--- src/rtl/ddiff_sched_if.sv ---
// Channel-side bus of the shared delayed-difference scheduler: requests, samples,
// clears and order in; one-hot grant and the registered difference result out.
interface ddiff_sched_if #(
  parameter int NCH = 4,
  parameter int W   = 16
);
  logic [NCH-1:0]   req;
  logic [NCH*W-1:0] sample;
  logic [NCH-1:0]   grant;
  logic [NCH-1:0]   clr;
  logic [1:0]       order;
  logic             out_valid;
  logic [2:0]       out_ch;
  logic [W-1:0]     out_mag;
  logic             out_sign;
  logic             out_prime;

  modport master (
    output req, sample, clr, order,
    input  grant, out_valid, out_ch, out_mag, out_sign, out_prime
  );

  modport slave (
    input  req, sample, clr, order,
    output grant, out_valid, out_ch, out_mag, out_sign, out_prime
  );
endinterface

--- src/rtl/ddiff_sched.sv ---
// Round-robin time-shared 1st/2nd/3rd order delayed-difference chain, per-channel history.
// Build option: define DDIFF_SAT_EN to saturate magnitudes; otherwise they wrap.
module ddiff_sched #(
  parameter int NCH = 4,
  parameter int W   = 16
) (
  input logic        clk,
  input logic        rst,
  ddiff_sched_if.slave bus
);
`ifdef DDIFF_SAT_EN
  localparam bit SAT_EN = 1'b1;
`else
  localparam bit SAT_EN = 1'b0;
`endif

  typedef logic [W:0] sm_t;  // {sign, magnitude}

  // Sign-magnitude a - b through W+2-bit two's complement; -0 folds to +0.
  function automatic sm_t sm_sub(input sm_t a, input sm_t b);
    logic [W+1:0] va;
    logic [W+1:0] vb;
    logic [W+1:0] diff;
    logic [W+1:0] abs_v;
    logic         neg;
    logic         ovf;
    logic [W-1:0] mag;
    va = {2'b00, a[W-1:0]};
    if (a[W]) va = -va;
    vb = {2'b00, b[W-1:0]};
    if (b[W]) vb = -vb;
    diff  = va - vb;
    neg   = diff[W+1];
    abs_v = neg ? -diff : diff;
    ovf   = |abs_v[W+1:W];
    mag   = (SAT_EN && ovf) ? {W{1'b1}} : abs_v[W-1:0];
    return {neg & (|mag), mag};
  endfunction

  // Arbiter
  logic [2:0]     ptr_reg;
  logic [2:0]     ptr_next;
  logic [2:0]     gnt_idx;
  logic           gnt_found;
  logic [NCH-1:0] grant_vec;
  logic [NCH-1:0] req_hi;
  logic [NCH-1:0] pick;
  logic [W-1:0]   gnt_sample;

  always_comb begin
    req_hi     = '0;
    gnt_idx    = '0;
    grant_vec  = '0;
    gnt_sample = '0;
    for (int c = 0; c < NCH; c++) begin
      req_hi[c] = bus.req[c] && (3'(c) >= ptr_reg);
    end
    // Requests at or above the pointer win; otherwise wrap to the lowest request.
    pick      = (|req_hi) ? req_hi : bus.req;
    gnt_found = (|pick) && !rst;
    for (int c = NCH - 1; c >= 0; c--) begin
      if (pick[c]) gnt_idx = 3'(c);
    end
    for (int c = 0; c < NCH; c++) begin
      grant_vec[c] = gnt_found && (gnt_idx == 3'(c));
      if (grant_vec[c]) gnt_sample = bus.sample[c*W +: W];
    end
    ptr_next = (gnt_idx == 3'(NCH - 1)) ? 3'd0 : gnt_idx + 3'd1;
  end

  assign bus.grant = grant_vec;

  // Stage A: capture the granted sample with its effective order
  logic         a_valid_reg;
  logic [2:0]   a_ch_reg;
  logic [W-1:0] a_x_reg;
  logic [1:0]   a_order_reg;

  always_ff @(posedge clk) begin
    if (rst) begin
      ptr_reg     <= '0;
      a_valid_reg <= 1'b0;
      a_ch_reg    <= '0;
      a_x_reg     <= '0;
      a_order_reg <= 2'd1;
    end else begin
      a_valid_reg <= gnt_found;
      if (gnt_found) begin
        ptr_reg     <= ptr_next;
        a_ch_reg    <= gnt_idx;
        a_x_reg     <= gnt_sample;
        a_order_reg <= (bus.order == 2'd0) ? 2'd1 : bus.order;
      end
    end
  end

  // Per-channel history
  logic [W-1:0] x1_reg  [NCH];
  sm_t          d1p_reg [NCH];
  sm_t          d2p_reg [NCH];
  logic [1:0]   cnt_reg [NCH];

  logic [W-1:0] x1_sel;
  sm_t          d1p_sel;
  sm_t          d2p_sel;
  logic [1:0]   cnt_sel;
  sm_t          d1;
  sm_t          d2;
  sm_t          d3;
  sm_t          res_sel;
  logic         prime_sel;

  always_comb begin
    x1_sel  = '0;
    d1p_sel = '0;
    d2p_sel = '0;
    cnt_sel = '0;
    for (int c = 0; c < NCH; c++) begin
      if (a_ch_reg == 3'(c)) begin
        x1_sel  = x1_reg[c];
        d1p_sel = d1p_reg[c];
        d2p_sel = d2p_reg[c];
        cnt_sel = cnt_reg[c];
      end
    end
    d1 = sm_sub({1'b0, a_x_reg}, {1'b0, x1_sel});
    d2 = sm_sub(d1, d1p_sel);
    d3 = sm_sub(d2, d2p_sel);
    case (a_order_reg)
      2'd2:    res_sel = d2;
      2'd3:    res_sel = d3;
      default: res_sel = d1;
    endcase
    prime_sel = cnt_sel < a_order_reg;
  end

  for (genvar gi = 0; gi < NCH; gi++) begin : g_hist
    // A clear beats a same-cycle history write for this channel.
    always_ff @(posedge clk) begin
      if (rst || bus.clr[gi]) begin
        x1_reg[gi]  <= '0;
        d1p_reg[gi] <= '0;
        d2p_reg[gi] <= '0;
        cnt_reg[gi] <= '0;
      end else if (a_valid_reg && (a_ch_reg == 3'(gi))) begin
        x1_reg[gi]  <= a_x_reg;
        d1p_reg[gi] <= d1;
        d2p_reg[gi] <= d2;
        cnt_reg[gi] <= (cnt_reg[gi] == 2'd3) ? 2'd3 : cnt_reg[gi] + 2'd1;
      end
    end
  end

  // Stage B result register
  logic         out_valid_reg;
  logic [2:0]   out_ch_reg;
  logic [W-1:0] out_mag_reg;
  logic         out_sign_reg;
  logic         out_prime_reg;

  always_ff @(posedge clk) begin
    if (rst) begin
      out_valid_reg <= 1'b0;
      out_ch_reg    <= '0;
      out_mag_reg   <= '0;
      out_sign_reg  <= 1'b0;
      out_prime_reg <= 1'b0;
    end else begin
      out_valid_reg <= a_valid_reg;
      if (a_valid_reg) begin
        out_ch_reg    <= a_ch_reg;
        out_mag_reg   <= res_sel[W-1:0];
        out_sign_reg  <= res_sel[W];
        out_prime_reg <= prime_sel;
      end
    end
  end

  assign bus.out_valid = out_valid_reg;
  assign bus.out_ch    = out_ch_reg;
  assign bus.out_mag   = out_mag_reg;
  assign bus.out_sign  = out_sign_reg;
  assign bus.out_prime = out_prime_reg;
endmodule

--- src/flat_wrapper.sv ---
// flat-port wrapper written by rule: the top's interface ports become plain ports
module ddiff_sched_flat 
#(
  parameter int NCH = 4,
  parameter int W   = 16
)
  (clk, rst, bus_req, bus_sample, bus_clr, bus_order, bus_grant, bus_out_valid, bus_out_ch, bus_out_mag, bus_out_sign, bus_out_prime);
  ddiff_sched_if #(.NCH(NCH), .W(W)) bus_i ();
  input logic clk;
  input logic rst;
  input wire logic [$bits(bus_i.req)-1:0] bus_req;
  input wire logic [$bits(bus_i.sample)-1:0] bus_sample;
  input wire logic [$bits(bus_i.clr)-1:0] bus_clr;
  input wire logic [$bits(bus_i.order)-1:0] bus_order;
  output wire logic [$bits(bus_i.grant)-1:0] bus_grant;
  output wire logic [$bits(bus_i.out_valid)-1:0] bus_out_valid;
  output wire logic [$bits(bus_i.out_ch)-1:0] bus_out_ch;
  output wire logic [$bits(bus_i.out_mag)-1:0] bus_out_mag;
  output wire logic [$bits(bus_i.out_sign)-1:0] bus_out_sign;
  output wire logic [$bits(bus_i.out_prime)-1:0] bus_out_prime;
  assign bus_i.req = bus_req;
  assign bus_i.sample = bus_sample;
  assign bus_i.clr = bus_clr;
  assign bus_i.order = bus_order;
  assign bus_grant = bus_i.grant;
  assign bus_out_valid = bus_i.out_valid;
  assign bus_out_ch = bus_i.out_ch;
  assign bus_out_mag = bus_i.out_mag;
  assign bus_out_sign = bus_i.out_sign;
  assign bus_out_prime = bus_i.out_prime;
  ddiff_sched #(.NCH(NCH), .W(W)) u_core (.clk(clk), .rst(rst), .bus(bus_i));
endmodule
--- config.mk ---
export PLATFORM = sky130hd
export DESIGN_NAME = ddiff_sched_flat
export DESIGN_NICKNAME = d
export VERILOG_FILES = /design/src/rtl/ddiff_sched_if.sv /design/src/rtl/ddiff_sched.sv /design/src/flat_wrapper.sv
export SDC_FILE = /design/constraint.sdc
export NUM_CORES = 1
export LEC_CHECK = 0
export BUFFER_PORTS_ARGS = -buffer_cell sky130_fd_sc_hd__clkbuf_2
export CAP_MARGIN = 40
export CORE_MARGIN = 2
export CORE_UTILIZATION = 40
export CTS_CLUSTER_SIZE = 20
export DETAILED_ROUTE_END_ITERATION = 6
export HOLD_SLACK_MARGIN = 0.08
export PLACE_DENSITY = 0.62
export SLEW_MARGIN = 20
export SYNTH_ARGS = -nofsm -noshare
export SYNTH_HDL_FRONTEND = slang
export SYNTH_SLANG_ARGS = --single-unit
export TNS_END_PERCENT = 20
--- constraint.sdc ---
create_clock -name clk -period 20.3 [get_ports clk]
set_input_delay 1.015 -clock clk [delete_from_list [all_inputs] [get_ports clk]]
set_output_delay 1.015 -clock clk [all_outputs]
set_load 0.01 [all_outputs]
# == Word-level counts from Yosys, hierarchy flattened ==
# Memories as Yosys holds them, arrays and structs flattened.
# Index checks and enable logic that the tools add are counted.
# classes
add_sub_neg,15
magnitude_cmp,5
n_eq_ne,12
muxes,75
n_bitwise,19
n_reduce_logical,26
# op_table
operator,n
$mux 17,16
$mux 16,15
$mux 18,4
$neg 16->18,4
$neg 16->16,3
$reduce_or 16->1,3
$sub 18x18->18,2
$mux 2,17
$pmux 17 s2,1
$mux 1,20
$sub 16x16->17,1
$eq 2x2->1 const B,8
$or 1x1->1,16
$logic_and 1x1->1,13
$add 2x1->2 const B,4
$reduce_or 4->1,2
$eq 3x2->1 const B,2
$ge 1x3->1 const A,2
$ge 2x3->1 const A,2
$logic_not 3->1,2
$logic_or 1x1->1,4
$mux 4,1
$add 2x1->3 const B,1
$and 1x1->1,3
6 further kinds,6
# totals
regBits,47
ram_bits,208
inputBits,76
word_cells,166
memories,4
# memory_table
name,depth,width,read_ports,rd_ports_with_merged_regs,wr,line_no,rtl
u_core.d1p_reg,4,17,4,0,4,ddiff_sched.sv:99,sm_t d1p_reg [NCH];
u_core.d2p_reg,4,17,4,0,4,ddiff_sched.sv:100,sm_t d2p_reg [NCH];
u_core.x1_reg,4,16,4,0,4,ddiff_sched.sv:98,logic [W-1:0] x1_reg [NCH];
u_core.cnt_reg,4,2,4,0,4,ddiff_sched.sv:101,logic [1:0] cnt_reg [NCH];

# == Longest topological paths before layout ==
# Gate-level depths: netlist (run 1).
# logic_depth
depth_word,23
mapped_depth,66

# == Worst setup path before layout (run 1) ==
# Ideal clock, no wire load.
# synth_path
kind,flip-flop to flip-flop
start,register u_core.a_ch_reg[0]
end,"register u_core.out_sign_reg, in the netlist u_core.bus.out_sign"
arrival_time_ps,16562
t_required_ps,20180
slack_ps,3618
path_stages_with_launch,63
period_less_slack_ps,16682
path_cell_list,dfxtp_1 -> buf_2 -> buf_2 -> buf_2 -> buf_1 -> clkbuf_1 -> buf_1 -> mux4_2 -> ha_1 -> fa_1 -> nand2b_1 -> a21oi_1 -> xor2_1 -> or3_1 -> o32a_1 -> o32ai_2 -> o211ai_2 -> or3_4 -> [... 27 more ...] -> ha_1 -> nor2b_1 -> o21ai_0 -> a21boi_0 -> o21ai_0 -> a211oi_1 -> or3b_2 -> a31oi_1 -> nor2_1 -> a211oi_1 -> o21ai_0 -> xor2_1 -> nor2_1 -> nor3b_2 -> o31ai_1 -> xnor2_1 -> or3_1 -> o31a_1
# synth_via
elab_chain_cells,23
# synth_lines
item,line_no,rtl
start: declaration,ddiff_sched.sv:75,logic [2:0] a_ch_reg;
start signal: assignment,ddiff_sched.sv:90,a_ch_reg <= gnt_idx;
"parallel branches: the longest is 22 deep, another holds $neg 16->18",--,
$pmux 17 s2 (*),ddiff_sched.sv:129,case (a_order_reg)
end signal: assignment,ddiff_sched.sv:173,out_sign_reg <= res_sel[W];
end: declaration,ddiff_sched.sv:158,logic out_sign_reg;
# Every way passes the cells marked *.
# A chain may end at the register's enable or synchronous reset.

# == Final worst setup path (run 1) ==
# layout_path
start,register u_core.a_ch_reg[1]
end,"register u_core.out_mag_reg[8], in the netlist u_core.bus.out_mag[8]"
# layout_via
elab_chain_cells,21
# layout_lines
item,line_no,rtl
"parallel branches: the longest is 20 deep, another holds $neg 16->18",--,
$pmux 17 s2 (*),ddiff_sched.sv:129,
end signal: assignment,ddiff_sched.sv:172,out_mag_reg <= res_sel[W-1:0];
end: declaration,ddiff_sched.sv:157,logic [W-1:0] out_mag_reg;
# Marks and branches as above.

==> impl_results.md, run 1 <==
* Die footprint at 46000 um2
* Htree depth at 1
* Hold Path Class: reg -> reg
* EDFF count, synth at 208
* Synth unique cells at 94
* DRT Pass-1 Iters at 5
* First-pass GRT wire length at 82.2 mm
* PostCTS Resize Cnt at 0
* Hold_buf cts at 0
* CP endpoint kind: register
* Synth top area share at 35.2%
* Clock Tree Root: clkbuf_16
* Final antenna-violating net count at 0
* Layout area overhead at 12.3%
* Routed WL per cell at 20.9 um
* Slew Viols, Final at 0
* Slew headroom at 40.1%
* Post-route DRC at 0
* Buffers on Ports at 100
* CP Data Arrival Time at 17.63 ns
* Final setup viols at 0
* Die Y at 215 um
* Share of layout cells above drive strength 1 at 15.5%
* Final wirelength at 52.9 mm
* Mean area per synthesized cell at 9.58 um2
* Site row count at 77
* Maximum fanout along the worst path at 45
* Initial DRC count at 1290
* Max Root-Sink Buffers at 3
* Achievable Freq at 58.1 MHz
* Hold Violations, Final at 0
* Status: complete, no violations
* Starting Density at 40.3%
* Layout Nets at 2060
* Sequential-to-total area share from yosys stat at 40.2%
* Total GRT Usage at 22.5%
* Minimum clock period at 17.21 ns
* Cell taking the most area after synthesis: edfxtp_1
* Clock latency on the worst-skew pair at 0.57 ns
* Crit Path Category: reg -> reg
* RePlAce Congestion at 0.907
* CTS sink count at 252
* Overflow after GRT at 0
* RSZ-0062 raised after global routing: no
* CTS tree: built
* Ys async rst share at 0%
* Syn Nets at 1993
* Startpoint types: register
* Via Count at 15000
* CP most frequent cell: nor2_1
* Vias/cell at 5.91
* Critical path required time at 20.71 ns
* Core area at 44000 um2
* Die W at 215 um
* Primary FF master, synth: edfxtp_1
* N_diodes at 0
* Clock transition at path regs at 0.07 ns
* Syn Inst Count at 1851
* Post-CTS Setup Bufs at 0
* Worst Tran Pin Value at 0.892 ns
* Largest net degree at the start of global routing at 55
* Tcrit/Tclk final at 84.8%
* Max_cap viols at 0
* Largest stage delay, worst path at 0.77 ns
* # IOs at 102
* Setup TNS at 0 ns
* Final HPWL from detailed placement at 38.6 mm
* Largest cells by area after synthesis: edfxtp_1 35%, nor2_1 6.6%, mux4_2 6.6%
* Inserted Clock Buffers at 27
* Initial antenna violation count at 0
* Synthesis warning total at 0
* Yosys reg bits at 252
* Vias in the first global route at 14600
* Crit-path slowest cell: xnor2_1
* Skew final at 0.0172 ns
* Cell Area, Synth at 17700 um2
==> cell usage in the layout (no fill, tap or decap), types with 16 or more instances in the layout <==
cell type    n
o21a_1      22
dfxtp_1     41
a211oi_1    24
a31oi_1     19
mux4_2      52
edfxtp_1   208
or2_2       18
nor2b_1     16
ha_1        63
xnor2_1     69
o31ai_1     20
and2_1      70
nand2_1    117
nand2b_1    18
clkbuf_2   100
a21o_1      19
clkbuf_16   27
nor3_1      44
o21ai_0     66
nand3_1     34
inv_1       54
o211ai_1    27
xor2_1      59
a21oi_1     94
nor2_1     313
a41oi_1     17
buf_4       35
or3_1       24
==> synth_stat cells, types with 27 or more instances <==
library cell,instances
mux4_2,52
nor3_1,46
nand2_1,119
edfxtp_1,208
nor2_1,313
xor2_1,59
dfxtp_1,44
a21oi_1,94
o21ai_0,68
inv_1,54
xnor2_1,69
and2_1,70
clkbuf_1,86
nand3_1,34
ha_1,63
o211ai_1,27
==> worst paths after layout <==
check | start | endpoint | slack, ns | depth (start not counted)
hold / removal | u_core.bus.out_mag[1] | u_core.bus.out_mag[1] | 0.50 | 2
hold reg to reg | u_core.bus.out_mag[1] | u_core.bus.out_mag[1] | 0.50 | 2
setup reg to reg | u_core.a_ch_reg[1] | u_core.bus.out_mag[8] | 3.09 | 55
setup / recovery | u_core.a_ch_reg[1] | u_core.bus.out_mag[8] | 3.09 | 55
==> per-layer routing <==
layer  vias up  track usage [%]  part of all wire, %  routed length [um]
li1       7009                -                    -                   -
met1      7241             29.3                   43               22500
met2       614             38.2                   47               24800
met3       104             3.97                  7.5                3990
met4         0             7.25                  3.2                1680
met5         -                0                    0                   0
==> critical path, delay by kind of cell (launching register included) <==
family	cells	cell delay, ns
multiplexers	2	0.65
XOR/XNOR	2	0.90
adder cells (fa/ha/maj)	4	1.18
flip-flops	1	0.55
AND/OR/NAND/NOR	16	4.59
buffers and inverters	6	1.69
AO/OA/AOI/OAI	25	7.47
==> per-stage QoR <==
stage	utilization, %	cell area [um2]	setup WS, ns	instances	hold slack [ns]
2_1_floorplan	-	17700	3.62	1851	0.474
3_3_place_gp	42.7	18800	3.15	2462	0.467
6_report	45.2	19900	3.09	2531	0.496
5_1_grt	45.2	19900	1.61	2531	0.519
4_1_cts	45.1	19900	3.16	2525	0.494
3_5_place_dp	43.0	18900	3.16	2475	0.482
==> kinds of logic (layout without fill, tap and decap cells) <==
family	after synthesis	count (layout)	share of synthesized area (%)
other	1	1	0.0211
AOI/OAI and AO/OA	448	448	18.1
buffers and inverters	160	248	3.46
DFF	252	252	40.2
xor gates and xnor gates	128	128	6.32
and+or+nand+nor	726	726	19.5
adders and majority gates	66	66	4.78
muxes	70	70	7.65
==> layout make-up <==
type	count	area, um2
fillers	4183	24100
multi-input cells	1439	10000
flip-flops and latches	252	7130
repair buffers	144	858
well taps	592	741
clock buffers	32	694
clock inverters	18	240
inverters	54	203
Power of run 1 is not shown: default switching activity piles up to over one toggle a cycle in this logic, so the estimate is an artifact.
==> run 2, diff against run 1 <==
==> constraint.sdc (replaced) <==
create_clock -name clk -period 17.1 [get_ports clk]
set_input_delay 0.855 -clock clk [delete_from_list [all_inputs] [get_ports clk]]
set_output_delay 0.855 -clock clk [all_outputs]
set_load 0.01 [all_outputs]
==> run 2 against run 1 <==
Compared with the run above: hold slack worse by 0.020 ns; critical endpoint is now u_core.bus.out_mag[4]; wire length is 1.5% higher; setup slack worse by 1.9 ns.
==> impl_results.md, run 2 (synthesis results as in run 1) <==
* Die W at 215 um (unchanged)
* Most frequent cells in the layout: 313 x nor2_1, 208 x edfxtp_1, 117 x nand2_1
* Vias in the first global route at 14800 (+0.78%)
* Via Count at 15000 (+0.31%)
* DRT Pass-1 Iters at 5 (unchanged)
* Area after DPL at 19000 um2 (+0.24%)
* Largest net degree at the start of global routing at 55 (unchanged)
* Tcrit/Tclk final at 93.0% (+8.2 points)
* Largest delay contributor family on the critical path: compound AO/OA/AOI/OAI gates
* Share of layout cells above drive strength 1 at 15.9% (+0.43 points)
* Skew final at 0.0267 ns (+0.00951 ns)
* Slew Viols, Final at 0 (unchanged)
* Worst Tran Pin Value at 0.869 ns (-0.0231 ns)
* Startpoint types: register
* Minimum clock period at 15.91 ns (-1.31 ns)
* Inserted Clock Buffers at 28 (+3.7%)
* Largest stage delay, worst path at 0.67 ns (-0.10 ns)
* CP Data Arrival Time at 16.35 ns (-1.28 ns)
* Max Root-Sink Buffers at 3 (unchanged)
* Layout Nets at 2070 (+0.49%)
* Maximum fanout along the worst path at 25 (-44%)
* CTS tree: built
* Clock latency on the worst-skew pair at 0.59 ns (+0.02 ns)
* Hold Violations, Final at 0 (unchanged)
* Crit-path slowest cell: dfxtp_4
* Final setup viols at 0 (unchanged)
* Commonest non-fill, non-tap cell in the layout: nor2_1
* RePlAce Congestion at 0.962 (+6.0%)
* Final HPWL from detailed placement at 38.7 mm (+0.40%)
* Layout area overhead at 13.3%
* Worst path buffer plus inverter count at 4 (-2)
* Post-CTS Setup Bufs at 0 (unchanged)
* PostCTS Resize Cnt at 0 (unchanged)
* Hold_buf cts at 0 (unchanged)
* Routed WL per cell at 21.2 um (+1.1%)
* Max_cap viols at 0 (unchanged)
* # IOs at 102 (unchanged)
* Site row count at 77 (unchanged)
* Finished Cell Area at 20100 um2 (+0.92%)
* Die Y at 215 um (unchanged)
* Vias/cell at 5.91 (-0.12%)
* Htree depth at 1 (unchanged)
* Die footprint at 46000 um2 (unchanged)
* Initial DRC count at 1107 (-14%)
* Clock Tree Root: clkbuf_16
* Core area at 44000 um2 (unchanged)
* RSZ-0062 raised after global routing: no
* CTS sink count at 252 (unchanged)
* Slew headroom at 42.0% (+1.9 points)
* Clock transition at path regs at 0.07 ns (about the same)
* Achievable Freq at 62.9 MHz (+8.2%)
* Total GRT Usage at 22.9% (+0.32 points)
* Final antenna-violating net count at 0 (unchanged)
* N_diodes at 0 (unchanged)
* Crit Path Category: reg -> reg
* Hold Path Class: reg -> reg
* First-pass GRT wire length at 83.1 mm (+1.0%)
* Status: complete, no violations
* Starting Density at 40.3% (unchanged)
* Initial antenna violation count at 0 (unchanged)
* Final wirelength at 53.8 mm (+1.5%)
* Critical path required time at 17.54 ns (-3.17 ns)
* Overflow after GRT at 0 (unchanged)
* Setup TNS at 0 ns (unchanged)
* CP endpoint kind: register
* Buffers on Ports at 100 (unchanged)
* Post-route DRC at 0 (unchanged)
run 2: routing by layer:
| metal | part of all wire, % | vias to the layer above | track usage, % |
|---|---|---|---|
| li1 | - | 7045 | - |
| met1 | 43 | 7316 | 30.3 |
| met2 | 47 | 561 | 38.4 |
| met3 | 6.8 | 93 | 3.26 |
| met4 | 3.3 | 0 | 7.89 |
| met5 | 0 | - | 0 |
run 2: cell type report:
type                    count  area (um2)
clock buffers              38         768
repair buffers            153         997
well taps                 592         741
fillers                  4202       23900
flip-flops and latches    252        7130
inverters                  54         203
multi-input cells        1439       10100
clock inverters            14         196
run 2: path summary, 6_finish.rpt:
check                          endpoint  slack [ns]             startpoint  cells past startpoint
setup / recovery  u_core.bus.out_mag[4]        1.19     u_core.a_ch_reg[0]                     53
hold / removal    u_core.bus.out_mag[2]        0.48  u_core.bus.out_mag[2]                      2
setup reg to reg  u_core.bus.out_mag[4]        1.19     u_core.a_ch_reg[0]                     53
hold reg to reg   u_core.bus.out_mag[2]        0.48  u_core.bus.out_mag[2]                      2
run 2: worst reg2reg max path: cells and delay by family (launching register included):
| kind | cells | cell delay (ns) |
|---|---|---|
| mux | 1 | 0.57 |
| xor+xnor | 3 | 0.92 |
| compound gates | 25 | 8.17 |
| simple gates | 15 | 3.10 |
| buf+inv | 4 | 0.86 |
| flops | 1 | 0.67 |
| fa+ha+maj | 5 | 1.50 |
run 2: stage by stage:
stage | util, % | cells | worst slack [ns] | hold WS, ns
finish | 45.7 | 2542 | 1.19 | 0.476
global route | 45.7 | 2542 | 0.134 | 0.511
CTS | 45.3 | 2531 | 1.17 | 0.476
detailed placement | 43.1 | 2479 | 1.21 | 0.467
global placement | 42.8 | 2464 | 1.43 | 0.459
floorplan | - | 1851 | 0.418 | 0.474
Power of run 2 is left out for the same reason.
==> run 3, diff against run 2 <==
--- a/config.mk
+++ b/config.mk
@@ -8,11 +8,11 @@
 export BUFFER_PORTS_ARGS = -buffer_cell sky130_fd_sc_hd__clkbuf_2
 export CAP_MARGIN = 40
 export CORE_MARGIN = 2
-export CORE_UTILIZATION = 40
+export CORE_UTILIZATION = 50
 export CTS_CLUSTER_SIZE = 20
 export DETAILED_ROUTE_END_ITERATION = 6
 export HOLD_SLACK_MARGIN = 0.08
-export PLACE_DENSITY = 0.62
+export PLACE_DENSITY = 0.73
 export SLEW_MARGIN = 20
 export SYNTH_ARGS = -nofsm -noshare
 export SYNTH_HDL_FRONTEND = slang
==> run 3 against run 2 <==
Compared with the run above: clock-buffer cell count fell by 2; maximum frequency rose by 0.26%; hold slack improved by 0.0034 ns; non-clock buffer count fell by 3; critical path depth fell by 3; critical endpoint is now u_core.bus.out_sign; flip-flop and latch count did not move; first-iteration DRC count rose by 70%; cell count fell by 5.5%; via count rose by 2.9%; clock skew rose by 0.026 ns; highest routed layer unchanged; cell area fell by 1.2%; sequential share of layout area rose by 0.42 points.
==> impl_results.md, run 3 (synthesis results as in run 1) <==
* Status: complete, no violations
* Hold_buf cts at 0 (unchanged)
* Slew headroom at 40.1% (-1.9 points)
* Slew Viols, Final at 0 (unchanged)
* Clock transition at path regs at 0.07 ns (about the same)
* Hold Path Class: reg -> reg
* Clock latency on the worst-skew pair at 0.60 ns (about the same)
* Setup TNS at 0 ns (unchanged)
* Maximum fanout along the worst path at 17 (-32%)
* Clock Tree Root: clkbuf_16
* Die Y at 192 um (-10%)
* Site row count at 68 (-12%)
* Skew final at 0.0527 ns (+0.0260 ns)
* Crit-path slowest cell: o41a_1
* CP Data Arrival Time at 16.35 ns (about the same)
* CP endpoint kind: register
* Die footprint at 37000 um2 (-20%)
* Max_cap viols at 0 (unchanged)
* Initial DRC count at 1884 (+70%)
* DRT Pass-1 Iters at 6 (+1)
* Hold Violations, Final at 0 (unchanged)
* Achievable Freq at 63.0 MHz (+0.26%)
* Overflow after GRT at 0 (unchanged)
* Largest net degree at the start of global routing at 55 (unchanged)
* Layout area overhead at 12.0%
* Final non-filler cell total at 2402 (-5.5%)
* Minimum clock period at 15.86 ns (-0.0413 ns)
* Buffers on Ports at 100 (unchanged)
* R2R setup slack at 1.24 ns (+0.04 ns)
* RSZ-0062 raised after global routing: no
* Fill cells at 2993 (-29%)
* Final setup viols at 0 (unchanged)
* Post-route DRC at 0 (unchanged)
* Inserted Clock Buffers at 28 (unchanged)
* Share of layout cells above drive strength 1 at 15.9% (-0.027 points)
* Placed Instances at 2341 (-5.6%)
* Final HPWL from detailed placement at 38.5 mm (-0.64%)
* Tcrit/Tclk final at 92.8% (-0.24 points)
* Die W at 192 um (-10%)
* Final antenna-violating net count at 0 (unchanged)
* Critical path required time at 17.59 ns (+0.05 ns)
* Layout Nets at 2067 (-0.14%)
* Vias/cell at 6.43 (+8.9%)
* Core area at 34700 um2 (-21%)
* Commonest non-fill, non-tap cell in the layout: nor2_1
* Via Count at 15400 (+2.9%)
* Hold path cells at 2 (unchanged)
* Most frequent cells in the layout: 312 x nor2_1, 208 x edfxtp_1, 117 x nand2_1
* # IOs at 102 (unchanged)
* Startpoint types: register
* Htree depth at 1 (unchanged)
* Crit Path Category: reg -> reg
* First-pass GRT wire length at 82.6 mm (-0.63%)
* Hold wc startpoint: u_core.bus.out_mag[2]
* Final wirelength at 53.8 mm (about the same)
* Worst hold endpoint: u_core.bus.out_mag[2]
* Vias in the first global route at 14800 (+0.020%)
* Crit Reg-Reg Endpoint: u_core.bus.out_sign
* Reg2Reg Depth at 50 (-5.7%)
* CTS tree: built
* RePlAce Congestion at 0.967 (+0.47%)
* Starting Density at 51.1% (+11 points)
* CTS sink count at 252 (unchanged)
* Largest stage delay, worst path at 0.65 ns (-0.02 ns)
* Max Root-Sink Buffers at 3 (unchanged)
* Post-CTS Setup Bufs at 0 (unchanged)
* Initial antenna violation count at 0 (unchanged)
* N_diodes at 0 (unchanged)
* Total GRT Usage at 28.9% (+6.1 points)
* PostCTS Resize Cnt at 0 (unchanged)
* Worst Tran Pin Value at 0.893 ns (+0.0236 ns)
* Routed WL per cell at 22.4 um (+5.9%)
* Worst r2r src: u_core.a_ch_reg[0]
==> run 3: final cells by class <==
class / count / area (um2) / share of cell area [%]
Multi-Input combinational cell: 1439 / 10100 / 50.7
Inverter: 54 / 203 / 1.02
Tap cell: 455 / 569 / 2.87
Clock inverter: 16 / 201 / 1.01
Sequential cell: 252 / 7130 / 35.9
Timing Repair Buffer: 150 / 957 / 4.82
Clock buffer: 36 / 741 / 3.73
==> run 3: stage by stage <==
stage	instance area [um2]	hold WS (ns)	utilization (%)	setup slack [ns]
6_report	19900	0.479	57.2	1.24
5_1_grt	19900	0.492	57.2	0.113
4_1_cts	19800	0.479	56.9	1.15
3_5_place_dp	18800	0.465	54.2	1.17
3_3_place_gp	18600	0.457	53.7	1.60
2_1_floorplan	17700	0.474	-	0.418
==> run 3: how the worst max path moves through the flow <==
stage	from	depth (start not counted)	endpoint
after floorplan	u_core.a_ch_reg[0]	62	u_core.bus.out_sign
after global placement	u_core.a_ch_reg[0]	50	u_core.bus.out_mag[4]
after detailed placement	u_core.a_ch_reg[0]	50	u_core.bus.out_mag[4]
after CTS	u_core.a_ch_reg[0]	50	u_core.bus.out_mag[4]
after global routing	u_core.a_ch_reg[0]	52	u_core.bus.out_sign
final	u_core.a_ch_reg[0]	50	u_core.bus.out_sign
==> run 3: critical path: cells and delay by family (launching register included) <==
family | cells | cell delay, ns
simple gates | 16 | 4.05
fa+ha+maj | 5 | 1.55
buf+inv | 1 | 0.26
mux | 2 | 0.78
xor+xnor | 3 | 1.16
compound gates | 23 | 7.41
flops | 1 | 0.56
==> run 3: layer usage <==
layer  global-route usage, %  share of wire [%]
met1                    37.3                 40
met4                    12.0                4.3
met2                    48.2                 47
met3                    5.20                8.9
met5                       0                  0
Power of run 3 is left out for the same reason.
